File: src/rtl/flash_loader.sv
// Boot-time SPI flash reader: READ + 24-bit address, packs bytes little-endian into 32-bit RAM words.
// Define FLASH_LOADER_FAST_READ_EN to use FAST READ (0x0B) with 8 dummy clocks.
module flash_loader #(
  parameter int unsigned AddressBitWidth    = 24,
  parameter int unsigned RamAddressBitWidth = 32,
  parameter int unsigned CountBitWidth      = 16
) (
  input  logic                          clk,
  input  logic                          rst_n,
  input  logic                          start,
  input  logic [AddressBitWidth-1:0]    flash_address,
  input  logic [RamAddressBitWidth-1:0] ram_address,
  input  logic [CountBitWidth-1:0]      word_count,
  output logic                          busy,
  output logic                          done,
  output logic                          flash_clk,
  output logic                          flash_cs,
  output logic                          flash_mosi,
  input  logic                          flash_miso,
  output logic                          ram_we,
  output logic [RamAddressBitWidth-1:0] ram_addr,
  output logic [31:0]                   ram_data,
  input  logic                          ram_ready
);

`ifdef FLASH_LOADER_FAST_READ_EN
  localparam logic [7:0] ReadCmd = 8'h0B;
`else
  localparam logic [7:0] ReadCmd = 8'h03;
`endif

  typedef enum logic [2:0] {
    StIdle,
    StSendCommand,
    StSendAddress,
    StSendDummy,
    StReceiveData,
    StWriteWord,
    StFinish
  } state_e;

  state_e                        state_q, state_d;
  logic                          phase_q, phase_d;
  logic [4:0]                    bit_cnt_q, bit_cnt_d;
  logic [31:0]                   tx_q, tx_d;
  logic [31:0]                   rx_q, rx_d;
  logic [CountBitWidth-1:0]      count_q, count_d;
  logic [RamAddressBitWidth-1:0] addr_q, addr_d;
  logic [31:0]                   data_q, data_d;
  logic [4:0]                    last_bit;

  always_comb begin
    last_bit = 5'd0;
    case (state_q)
      StSendCommand: last_bit = 5'd7;
      StSendAddress: last_bit = 5'd23;
      StSendDummy:   last_bit = 5'd7;
      StReceiveData: last_bit = 5'd31;
      default:       last_bit = 5'd0;
    endcase
  end

  always_comb begin
    state_d   = state_q;
    phase_d   = phase_q;
    bit_cnt_d = bit_cnt_q;
    tx_d      = tx_q;
    rx_d      = rx_q;
    count_d   = count_q;
    addr_d    = addr_q;
    data_d    = data_q;
    unique case (state_q)
      StIdle: begin
        phase_d = 1'b0;
        if (start) begin
          addr_d    = ram_address;
          count_d   = word_count;
          bit_cnt_d = 5'd0;
          if (word_count == '0) begin
            state_d = StFinish;
          end else begin
            tx_d    = {ReadCmd, flash_address};
            state_d = StSendCommand;
          end
        end
      end
      StSendCommand, StSendAddress, StSendDummy, StReceiveData: begin
        phase_d = ~phase_q;
        // phase_q high: this edge ends SCK-high, so sample MISO and advance MOSI
        if (phase_q) begin
          bit_cnt_d = bit_cnt_q + 5'd1;
          tx_d      = {tx_q[30:0], 1'b0};
          rx_d      = {rx_q[30:0], flash_miso};
          if (bit_cnt_q == last_bit) begin
            bit_cnt_d = 5'd0;
            if (state_q == StSendCommand) begin
              state_d = StSendAddress;
            end else if (state_q == StSendAddress) begin
`ifdef FLASH_LOADER_FAST_READ_EN
              state_d = StSendDummy;
`else
              state_d = StReceiveData;
`endif
            end else if (state_q == StSendDummy) begin
              state_d = StReceiveData;
            end else begin
              state_d = StWriteWord;
              data_d  = {rx_d[7:0], rx_d[15:8], rx_d[23:16], rx_d[31:24]};
            end
          end
        end
      end
      StWriteWord: begin
        phase_d = 1'b0;
        if (ram_ready) begin
          addr_d  = addr_q + RamAddressBitWidth'(1);
          count_d = count_q - CountBitWidth'(1);
          state_d = (count_q == CountBitWidth'(1)) ? StFinish : StReceiveData;
        end
      end
      StFinish: state_d = StIdle;
      default:  state_d = StIdle;
    endcase
  end

  always_ff @(posedge clk or negedge rst_n) begin
    if (!rst_n) begin
      state_q   <= StIdle;
      phase_q   <= 1'b0;
      bit_cnt_q <= 5'd0;
      tx_q      <= '0;
      rx_q      <= '0;
      count_q   <= '0;
      addr_q    <= '0;
      data_q    <= '0;
    end else begin
      state_q   <= state_d;
      phase_q   <= phase_d;
      bit_cnt_q <= bit_cnt_d;
      tx_q      <= tx_d;
      rx_q      <= rx_d;
      count_q   <= count_d;
      addr_q    <= addr_d;
      data_q    <= data_d;
    end
  end

  // phase_q is forced low outside shifting states, so SCK comes straight from a flop
  assign flash_clk  = phase_q;
  assign flash_mosi = tx_q[31];
  assign flash_cs   = (state_q == StIdle) || (state_q == StFinish);
  assign busy       = (state_q != StIdle);
  assign done       = (state_q == StFinish);
  assign ram_we     = (state_q == StWriteWord);
  assign ram_addr   = addr_q;
  assign ram_data   = data_q;

endmodule

File: config.mk
export PLATFORM = sky130hd
export DESIGN_NAME = flash_loader
export DESIGN_NICKNAME = d
export VERILOG_FILES = /design/src/rtl/flash_loader.sv
export SDC_FILE = /design/constraint.sdc
export NUM_CORES = 1
export LEC_CHECK = 0
export CORE_MARGIN = 2
export CORE_UTILIZATION = 35
export CTS_CLUSTER_DIAMETER = 150
export DETAILED_ROUTE_END_ITERATION = 8
export DONT_BUFFER_PORTS = 1
export PLACE_DENSITY = 0.53
export RECOVER_POWER = 100
export SYNTH_ARGS = -nofsm -noshare
export SYNTH_HDL_FRONTEND = slang
export SYNTH_SLANG_ARGS = --single-unit
File: constraint.sdc
create_clock -name clk -period 2.4 [get_ports clk]
set_clock_uncertainty 0.05 [all_clocks]
set_input_delay 0.6 -clock clk [delete_from_list [all_inputs] [get_ports clk]]
set_output_delay 0.6 -clock clk [all_outputs]
set_load 0.02 [all_outputs]
==> out/qor.txt, run 1 <==
Post-synthesis cell type count: 58
Clock sinks: 152
TritonCTS clock tree: done
RR Startpoint: state_q[0]
Layout area overhead: 13.2%
Total gr overflow: 0
Period minus WS final: 2.29 ns
Via count: 5630
Max_cap viols: 0
Fmax: 436 MHz
ANT nets after route: 0
Largest net degree at the start of global routing: 153
WL/cell: 17.8 um
Die Footprint: 22300 sq um
Initial drt markers: 343
Max-slew violation count: 0
Ys Warns: 0
Initial antenna violation count: 0
Via/cell ratio: 5.56
Area of the core: 20900 sq um
Crit path DAT: 2.55 ns
Num ports: 147
GR Util All Layers: 16.9%
Global-route wire length before repair: 30000 um
Register bit total from synthesis: 152
DRC Markers: 0
Skew-Pair Late Insertion Delay: 0.43 ns
Worst slack at placement: 0.204 ns
Worst min-delay path category: in -> async
Failing checks: negative hold slack
Number of hold violations in the final report: 152
Die W: 149 um
Crit share post-route: 95.5%
Worst setup margin: 0.108 ns
Placed cells: 981
Syn Inst Count: 721
RSZ-0062 raised after global routing: no
PortBufs: 0
Reg-to-reg slack, setup: 0.11 ns
Status: complete, but fails checks
Worst-path fanout max: 44
Final Util: 40.0%
Worst hold margin: -0.164 ns
Power density cells: 1280 nW/um^2
Clock transition at the registers of the reported paths: 0.07 ns
Critical Path RT: 2.65 ns
DR pass1 iterations: 4
FP Rows: 53
Register area share after synthesis: 51.5%
TNS Setup: 0 ns
Clock root buffer: clkbuf_16
Share of flip-flops with an asynchronous set or reset: 100%
Num CTS Buffers: 17
Worst VDD drop: 0.489 mV
EDFF count, synth: 0
DRT Wirelength: 18100 um
Worst-case reg-to-reg path depth: 6
# diodes: 0
Nets: 806
Syn_area_per_cell: 10.2 sq um
Final setup violation count: 0
Leak: 3.63 nW
GP Congestion: 0.838
Slew HR: 51.0%
Starting density of the core: 35.3%
Die height: 149 um
Crit. End Element: flop
Share of cells above drive strength 1: 17.8%
Setup Buffers After CTS: 0
Top FF cell, synth: dfrtp_1
H-tree Lvls: 4
CP Launch Type: flop
Synthesized area: 7380 sq um
Syn_nets: 802
DPL Wire Length: 12200 um
R2R Path End: ram_addr[27]
Vias in the first global route: 5785
CP Class: reg -> reg
Actual slew at the worst max-slew pin: 0.736 ns
Longest Clk Path Bufs: 2
Post-route non-filler standard cell count: 1013
synth_stat cells (6+ instances only):
library cell | count | share of area [%]
mux2i_1 | 26 | 3.5
nor3_1 | 17 | 1.2
inv_1 | 9 | 0.46
nand4_1 | 12 | 1.0
mux2_2 | 64 | 9.8
nor4_1 | 9 | 0.76
o22ai_1 | 13 | 1.1
buf_2 | 19 | 1.3
nand3_1 | 24 | 1.6
and4_1 | 10 | 1.2
nand2_1 | 70 | 3.6
clkbuf_1 | 24 | 1.2
or3_1 | 6 | 0.51
and3_1 | 8 | 0.68
o21ai_0 | 67 | 4.5
dfrtp_1 | 152 | 52
a21oi_1 | 54 | 3.7
nor2_1 | 42 | 2.1
a31oi_1 | 9 | 0.76
worst max-delay path: stages, from the launching register on:
cell and delay (ns):
dfrtp_2 0.49, or3b_1 0.44, a21oi_4 0.15, clkbuf_4 0.48, and2_1 0.28, and4_1 0.22
nor3_1 0.06
report_power, final:
part / switching (mW) / internal [mW] / leakage [nW] / total, mW
Sequential: 0.985 / 3.38 / 1.93 / 4.37
Clock: 1.27 / 1.41 / 0.292 / 2.68
Combinational: 2.18 / 1.50 / 1.41 / 3.68
Total: 4.43 / 6.29 / 3.63 / 10.7
layout make-up:
class / instances / area (sq um)
Fill cell: 2036 / 12500
Sequential cell: 152 / 3810
Multi-Input combinational cell: 511 / 3320
Clock buffer: 17 / 425
Tap cell: 275 / 344
Timing Repair Buffer: 34 / 248
Clock inverter: 15 / 171
Inverter: 9 / 33.8
metrics by stage:
step | power, mW | area (sq um)
after detailed placement | 8.34 | 7870
after global routing | 11.6 | 8350
final | 10.7 | 8350
after global placement | 8.14 | 7870
after CTS | 11.1 | 8470
after floorplan | 7.12 | 7380
repair_timing:
action / 4_1_cts / 5_1_grt
gates resized for setup: 2 / 1
endpoints found under the hold margin: 152 / 152
pin swaps: 0 / 0
setup endpoints to repair: 1 / 1
registers in the layout (all words and copies together), names as in the netlist:
register and flops:
ram_data 32, bit_cnt_q 5, ram_addr 32, state_q 3
flash_clk 1, tx_q 32, count_q 16, rx_q 31
how the worst max path moves through the flow:
stage                           start  slack [ns]      endpoint  cells after the start
final                      state_q[0]        0.11  ram_addr[27]                      6
after global routing       count_q[0]       0.003    count_q[8]                      7
after CTS                  state_q[0]        0.05        ram_we                      3
after detailed placement        start        0.20   ram_addr[2]                      5
after global placement     count_q[0]        0.27    count_q[8]                      7
after floorplan           ram_addr[0]        0.28  ram_addr[22]                      7
layer usage:
layer	vias up	global-route usage [%]	part of all wire, %
li1	2648	-	-
met1	2801	21.8	44
met2	165	27.2	49
met3	16	5.41	6.2
met4	0	5.00	1.4
met5	-	0	0
placed cells by master (no fill, tap or decap), drive strengths merged, types with 18 or more instances in the layout:
| cell type | netlist | final |
|---|---|---|
| mux2 | 65 | 65 |
| nand2 | 71 | 71 |
| mux2i | 26 | 26 |
| nor2 | 42 | 42 |
| clkbuf | 24 | 37 |
| inv | 9 | 18 |
| a21oi | 55 | 55 |
| dfrtp | 152 | 152 |
| nand3 | 25 | 25 |
| o21ai | 69 | 69 |
| nor3 | 18 | 18 |
kinds of logic (layout without fill, tap and decap cells):
kind of cell             Yosys count  in the layout  synth area share (%)
buffers and inverters             58             75                  3.48
AO/OA/AOI/OAI                    191            191                  15.5
flip-flops                       152            152                  51.5
multiplexers                      91             91                  13.4
adder cells (fa/ha/maj)            4              4                 0.678
AND/OR/NAND/NOR                  225            225                  15.4
No activity file was read; power rests on OpenSTA's default activity.
==> run 2: changes to the inputs <==
--- a/config.mk
+++ b/config.mk
@@ -10,8 +10,9 @@
 export CTS_CLUSTER_DIAMETER = 150
 export DETAILED_ROUTE_END_ITERATION = 8
 export DONT_BUFFER_PORTS = 1
-export PLACE_DENSITY = 0.53
+export PLACE_DENSITY = 0.55
 export RECOVER_POWER = 100
+export SKIP_LAST_GASP = 1
 export SYNTH_ARGS = -nofsm -noshare
 export SYNTH_HDL_FRONTEND = slang
 export SYNTH_SLANG_ARGS = --single-unit
==> constraint.sdc (replaced) <==
create_clock -name clk -period 1.9 [get_ports clk]
set_clock_uncertainty 0.05 [all_clocks]
set_input_delay 0.475 -clock clk [delete_from_list [all_inputs] [get_ports clk]]
set_output_delay 0.475 -clock clk [all_outputs]
set_load 0.02 [all_outputs]
==> out/qor.txt, run 2 (same netlist as run 1, synthesis figures left out) <==
Status: complete, but fails checks (unchanged)
Failing checks: negative hold slack, negative setup slack (was negative hold slack)
Max-slew violation count: 0 (unchanged)
GP Congestion: 0.864 (was 0.838)
Top Metal Used: met4 (unchanged)
Actual slew at the worst max-slew pin: 0.438 ns (was 0.736 ns)
Worst setup margin: -0.117 ns (was 0.108 ns)
WL/cell: 18.6 um (was 17.8 um)
Slew HR: 70.8% (was 51.0%)
Clock transition at the registers of the reported paths: 0.07 ns (about the same)
Num ports: 147 (unchanged)
DR pass1 iterations: 6 (was 4)
Num CTS Buffers: 17 (unchanged)
Critical Path RT: 1.37 ns (was 2.65 ns)
Most frequent cells in the layout: dfrtp_1, buf_4, nand2_1 (was dfrtp_1, nand2_1, o21ai_0)
Leak: 4.36 nW (was 3.63 nW)
Clock root buffer: clkbuf_16 (unchanged)
# diodes: 0 (unchanged)
Placed cells: 1053 (was 981)
Initial antenna violation count: 0 (unchanged)
Worst VDD drop: 0.720 mV (was 0.489 mV)
Die Footprint: 22300 sq um (unchanged)
Max_cap viols: 0 (unchanged)
Initial drt markers: 322 (was 343)
Met3 WL post-DR: 1430 um (was 1120 um)
Skew-Pair Late Insertion Delay: 0.43 ns (about the same)
CP Class: reg -> out (was reg -> reg)
Post-route non-filler standard cell count: 1114 (was 1013)
Worst-case reg-to-reg path depth: 9 (was 6)
Clock sinks: 152 (unchanged)
Crit path DAT: 1.49 ns (was 2.55 ns)
FP Rows: 53 (unchanged)
Via count: 6214 (was 5630)
Commonest non-fill, non-tap cell in the layout: dfrtp_1 (unchanged)
Die height: 149 um (unchanged)
Layout area overhead: 32.6% (was 13.2%)
Via/cell ratio: 5.58 (was 5.56)
Global-route wire length before repair: 32300 um (was 30000 um)
DPL Wire Length: 13400 um (was 12200 um)
WL met2: 10000 um (was 8770 um)
DRC Markers: 0 (unchanged)
RSZ-0062 raised after global routing: yes (was no)
CP Launch Type: flop (unchanged)
Period minus WS final: 2.02 ns
TritonCTS clock tree: done (unchanged)
H-tree Lvls: 4 (unchanged)
Total gr overflow: 0 (unchanged)
DRT Wirelength: 20800 um (was 18100 um)
Fmax: 496 MHz
Largest net degree at the start of global routing: 153 (unchanged)
ANT nets after route: 0 (unchanged)
Area of the core: 20900 sq um (unchanged)
Die W: 149 um (unchanged)
Longest Clk Path Bufs: 2 (unchanged)
Vias in the first global route: 6267 (was 5785)
PortBufs: 0 (unchanged)
Crit share post-route: 106%
Crit. End Element: primary output (was flop)
Share of cells above drive strength 1: 35.8% (was 17.8%)
Worst-path fanout max: 5 (was 44)
Number of hold violations in the final report: 152 (unchanged)
Worst min-delay path category: in -> async (unchanged)
Final setup violation count: 66 (was 0)
GR Util All Layers: 18.3% (was 16.9%)
Power density cells: 1690 nW/um^2 (was 1280 nW/um^2)
Worst hold margin: -0.306 ns (was -0.164 ns)
Met1 Wirelength: 8770 um (was 7940 um)
Nets: 907 (was 806)
Starting density of the core: 35.3% (unchanged)
==> run 2: power by group <==
part           internal, mW  switching [mW]  total, mW
Sequential             4.28           0.906       5.19
Combinational          3.83            3.92       7.76
Clock                  2.02            1.56       3.58
==> run 2: worst max-delay path: stages (launching register included) <==
cell and delay, ns:
dfrtp_2 0.44, or3_4 0.46, buf_6 0.16
==> run 2: repair_timing <==
action	in CTS	in global routing
setup endpoints to repair	14	112
buffers inserted	9	11
gates cloned	4	8
pin swaps	3	24
gates resized for setup	16	83
endpoints found under the hold margin	152	152
==> run 2: per-stage QoR <==
step	utilization (%)	instance area (sq um)	setup TNS, ns	total power [mW]	setup WS [ns]
2_1_floorplan	-	7450	0	9.14	0.00264
3_3_place_gp	40.4	8450	-0.0159	11.3	-0.00514
3_5_place_dp	40.4	8450	-0.0633	11.5	-0.0309
4_1_cts	44.6	9320	-2.84	15.5	-0.122
5_1_grt	46.8	9780	-7.12	17.6	-0.154
6_report	46.8	9780	-2.55	16.5	-0.117
==> run 2: path summary, 6_finish.rpt <==
path                                   from            to  slack (ns)
max                              state_q[1]          busy       -0.12
min                                   rst_n    count_q[7]       -0.31
max reg2reg                      state_q[0]  ram_addr[23]       -0.10
min reg2reg                        tx_q[22]      tx_q[22]        0.44
max in group asynchronous             rst_n    state_q[0]        1.70
min in group clk           flash_address[0]       tx_q[0]        0.12
==> run 2: routing by layer <==
metal  track usage (%)  up-vias
met3              5.54       44
met5                 0        -
li1                  -     2861
met1              23.3     3115
met4              8.14        0
met2              28.9      194
==> run 2: cell type report <==
cell class / count / area (sq um)
multi-input combinational: 511 / 3580
sequential: 152 / 3810
fill: 1900 / 11100
inverter: 9 / 38.8
clock inverter: 15 / 203
timing repair buffer: 135 / 1390
tap: 275 / 344
clock buffer: 17 / 425
==> run 3: changes to the inputs <==
--- a/config.mk
+++ b/config.mk
@@ -5,12 +5,13 @@
 export SDC_FILE = /design/constraint.sdc
 export NUM_CORES = 1
 export LEC_CHECK = 0
+export CAP_MARGIN = 10
 export CORE_MARGIN = 2
 export CORE_UTILIZATION = 35
 export CTS_CLUSTER_DIAMETER = 150
 export DETAILED_ROUTE_END_ITERATION = 8
 export DONT_BUFFER_PORTS = 1
-export PLACE_DENSITY = 0.55
+export PLACE_DENSITY = 0.53
 export RECOVER_POWER = 100
 export SKIP_LAST_GASP = 1
 export SYNTH_ARGS = -nofsm -noshare
==> constraint.sdc (replaced) <==
create_clock -name clk -period 2.2 [get_ports clk]
set_clock_uncertainty 0.05 [all_clocks]
set_input_delay 0.55 -clock clk [delete_from_list [all_inputs] [get_ports clk]]
set_output_delay 0.55 -clock clk [all_outputs]
set_load 0.02 [all_outputs]
==> out/qor.txt, run 3 (same netlist as run 1, synthesis figures left out) <==
Status: complete, but fails checks (unchanged)
Failing checks: negative hold slack (was negative hold slack, negative setup slack)
Max_cap viols: 0 (unchanged)
CP Launch Type: flop (unchanged)
Clock sinks: 152 (unchanged)
Setup crit start: state_q[0] (was state_q[1])
Crit path DAT: 1.51 ns (was 1.49 ns)
Via count: 5702 (was 6214)
Area of the core: 20900 sq um (unchanged)
DR pass1 iterations: 5 (was 6)
DPL Wire Length: 12200 um (was 13400 um)
Period minus WS final: 2.11 ns
Global-route wire length before repair: 29600 um (was 32300 um)
Layout area overhead: 15.5% (was 32.6%)
Skew-Pair Late Insertion Delay: 0.42 ns (was 0.43 ns)
FP Rows: 53 (unchanged)
Starting density of the core: 35.3% (unchanged)
Die Footprint: 22300 sq um (unchanged)
Worst min-delay path category: in -> async (unchanged)
Power density cells: 1410 nW/um^2 (was 1690 nW/um^2)
Final Power: 12.0 mW (was 16.5 mW)
DRT Wirelength: 17900 um (was 20800 um)
RR Startpoint: count_q[0] (was state_q[0])
Total gr overflow: 0 (unchanged)
Actual slew at the worst max-slew pin: 0.503 ns (was 0.438 ns)
Largest net degree at the start of global routing: 153 (unchanged)
RSZ-0062 raised after global routing: no (was yes)
Crit. End Element: primary output (unchanged)
Clock root buffer: clkbuf_16 (unchanged)
Placed cells: 1000 (was 1053)
Final Util: 40.8% (was 46.8%)
CP endpoint: done (was busy)
CP max stage cell: dfrtp_2 (was or3_4)
Nets: 828 (was 907)
Clock transition at the registers of the reported paths: 0.07 ns (about the same)
Crit share post-route: 95.9%
Longest Clk Path Bufs: 2 (unchanged)
Worst-path fanout max: 9 (was 5)
GR Util All Layers: 16.6% (was 18.3%)
Worst slack at placement: 0.0465 ns (was -0.0309 ns)
Num ports: 147 (unchanged)
Commonest non-fill, non-tap cell in the layout: dfrtp_1 (unchanged)
# diodes: 0 (unchanged)
GP Congestion: 0.847 (was 0.864)
Initial antenna violation count: 0 (unchanged)
Max-slew violation count: 0 (unchanged)
R2R Path End: count_q[8] (was ram_addr[23])
PortBufs: 0 (unchanged)
Worst-case reg-to-reg path depth: 7 (was 9)
Via/cell ratio: 5.51 (was 5.58)
Die W: 149 um (unchanged)
Worst hold margin: -0.222 ns (was -0.306 ns)
Worst VDD drop: 0.602 mV (was 0.720 mV)
H-tree Lvls: 4 (unchanged)
Critical Path RT: 1.60 ns (was 1.37 ns)
Reg-to-reg slack, setup: 0.13 ns (was -0.10 ns)
Post-route non-filler standard cell count: 1035 (was 1114)
Die height: 149 um (unchanged)
Worst setup margin: 0.0893 ns (was -0.117 ns)
Num CTS Buffers: 17 (unchanged)
Fmax: 474 MHz
Final setup violation count: 0 (was 66)
Most frequent cells in the layout: dfrtp_1, nand2_1, o21ai_0 (was dfrtp_1, buf_4, nand2_1)
Vias in the first global route: 5801 (was 6267)
Cell breakdown of the critical path: buf_4 > inv_1 > and3_1 > buf_2 (was or3_4 > buf_6)
DRC Markers: 0 (unchanged)
TNS Setup: 0 ns (was -2.55 ns)
Number of hold violations in the final report: 152 (unchanged)
CP Class: reg -> out (unchanged)
Crit path largest cell delay: 0.47 ns (was 0.46 ns)
Leak: 3.71 nW (was 4.36 nW)
Initial drt markers: 340 (was 322)
Slew HR: 66.5% (was 70.8%)
ANT nets after route: 0 (unchanged)
WL/cell: 17.3 um (was 18.6 um)
TritonCTS clock tree: done (unchanged)
Share of cells above drive strength 1: 18.9% (was 35.8%)
-- run 3: stage by stage --
step	hold WS (ns)	area, sq um
after floorplan	0.204	7380
after global placement	0.212	8010
after detailed placement	0.212	8010
after CTS	-0.243	8640
after global routing	-0.248	8520
final	-0.222	8520
-- run 3: critical path, delay by kind of cell, from the launching register on --
kind | cells | cell delay, ns
buffers and inverters | 3 | 0.43
AND/OR/NAND/NOR | 1 | 0.18
flip-flops | 1 | 0.47
-- run 3: cell type report --
| cell class | instances | area, sq um |
|---|---|---|
| multi-input cells | 511 | 3350 |
| clock inverters | 15 | 176 |
| flip-flops and latches | 152 | 3810 |
| repair buffers | 56 | 384 |
| clock buffers | 17 | 425 |
| well taps | 275 | 344 |
| inverters | 9 | 36.3 |
| fillers | 2026 | 12400 |
-- run 3: how the worst min path moves through the flow --
stage / startpoint / to / cells after the start / slack, ns
2_1_floorplan: rst_n / bit_cnt_q[0] / 0 / 0.20
3_3_place_gp: rst_n / count_q[9] / 0 / 0.21
3_5_place_dp: rst_n / count_q[9] / 0 / 0.21
4_1_cts: rst_n / count_q[9] / 0 / -0.24
5_1_grt: rst_n / flash_clk / 0 / -0.25
6_report: rst_n / count_q[9] / 0 / -0.22
-- run 3: what timing repair did --
item,in CTS,in global routing
gates resized for setup,3,6
hold endpoints to repair,152,152
endpoints found under the setup margin,2,8
setup buffers,2,1
-- run 3: layer usage --
metal | routed length, um | global-route usage, % | up-vias
met5 | 0 | 0 | -
met4 | 272 | 5.86 | 0
met3 | 1290 | 5.26 | 20
met2 | 8770 | 27.5 | 176
met1 | 7600 | 20.3 | 2803
li1 | - | - | 2703
-- run 3: report_power, final --
group          internal (mW)  total (mW)  switching, mW
combinational           1.84        4.48           2.64
clock                   1.63        2.99           1.36
sequential              3.69        4.56          0.865
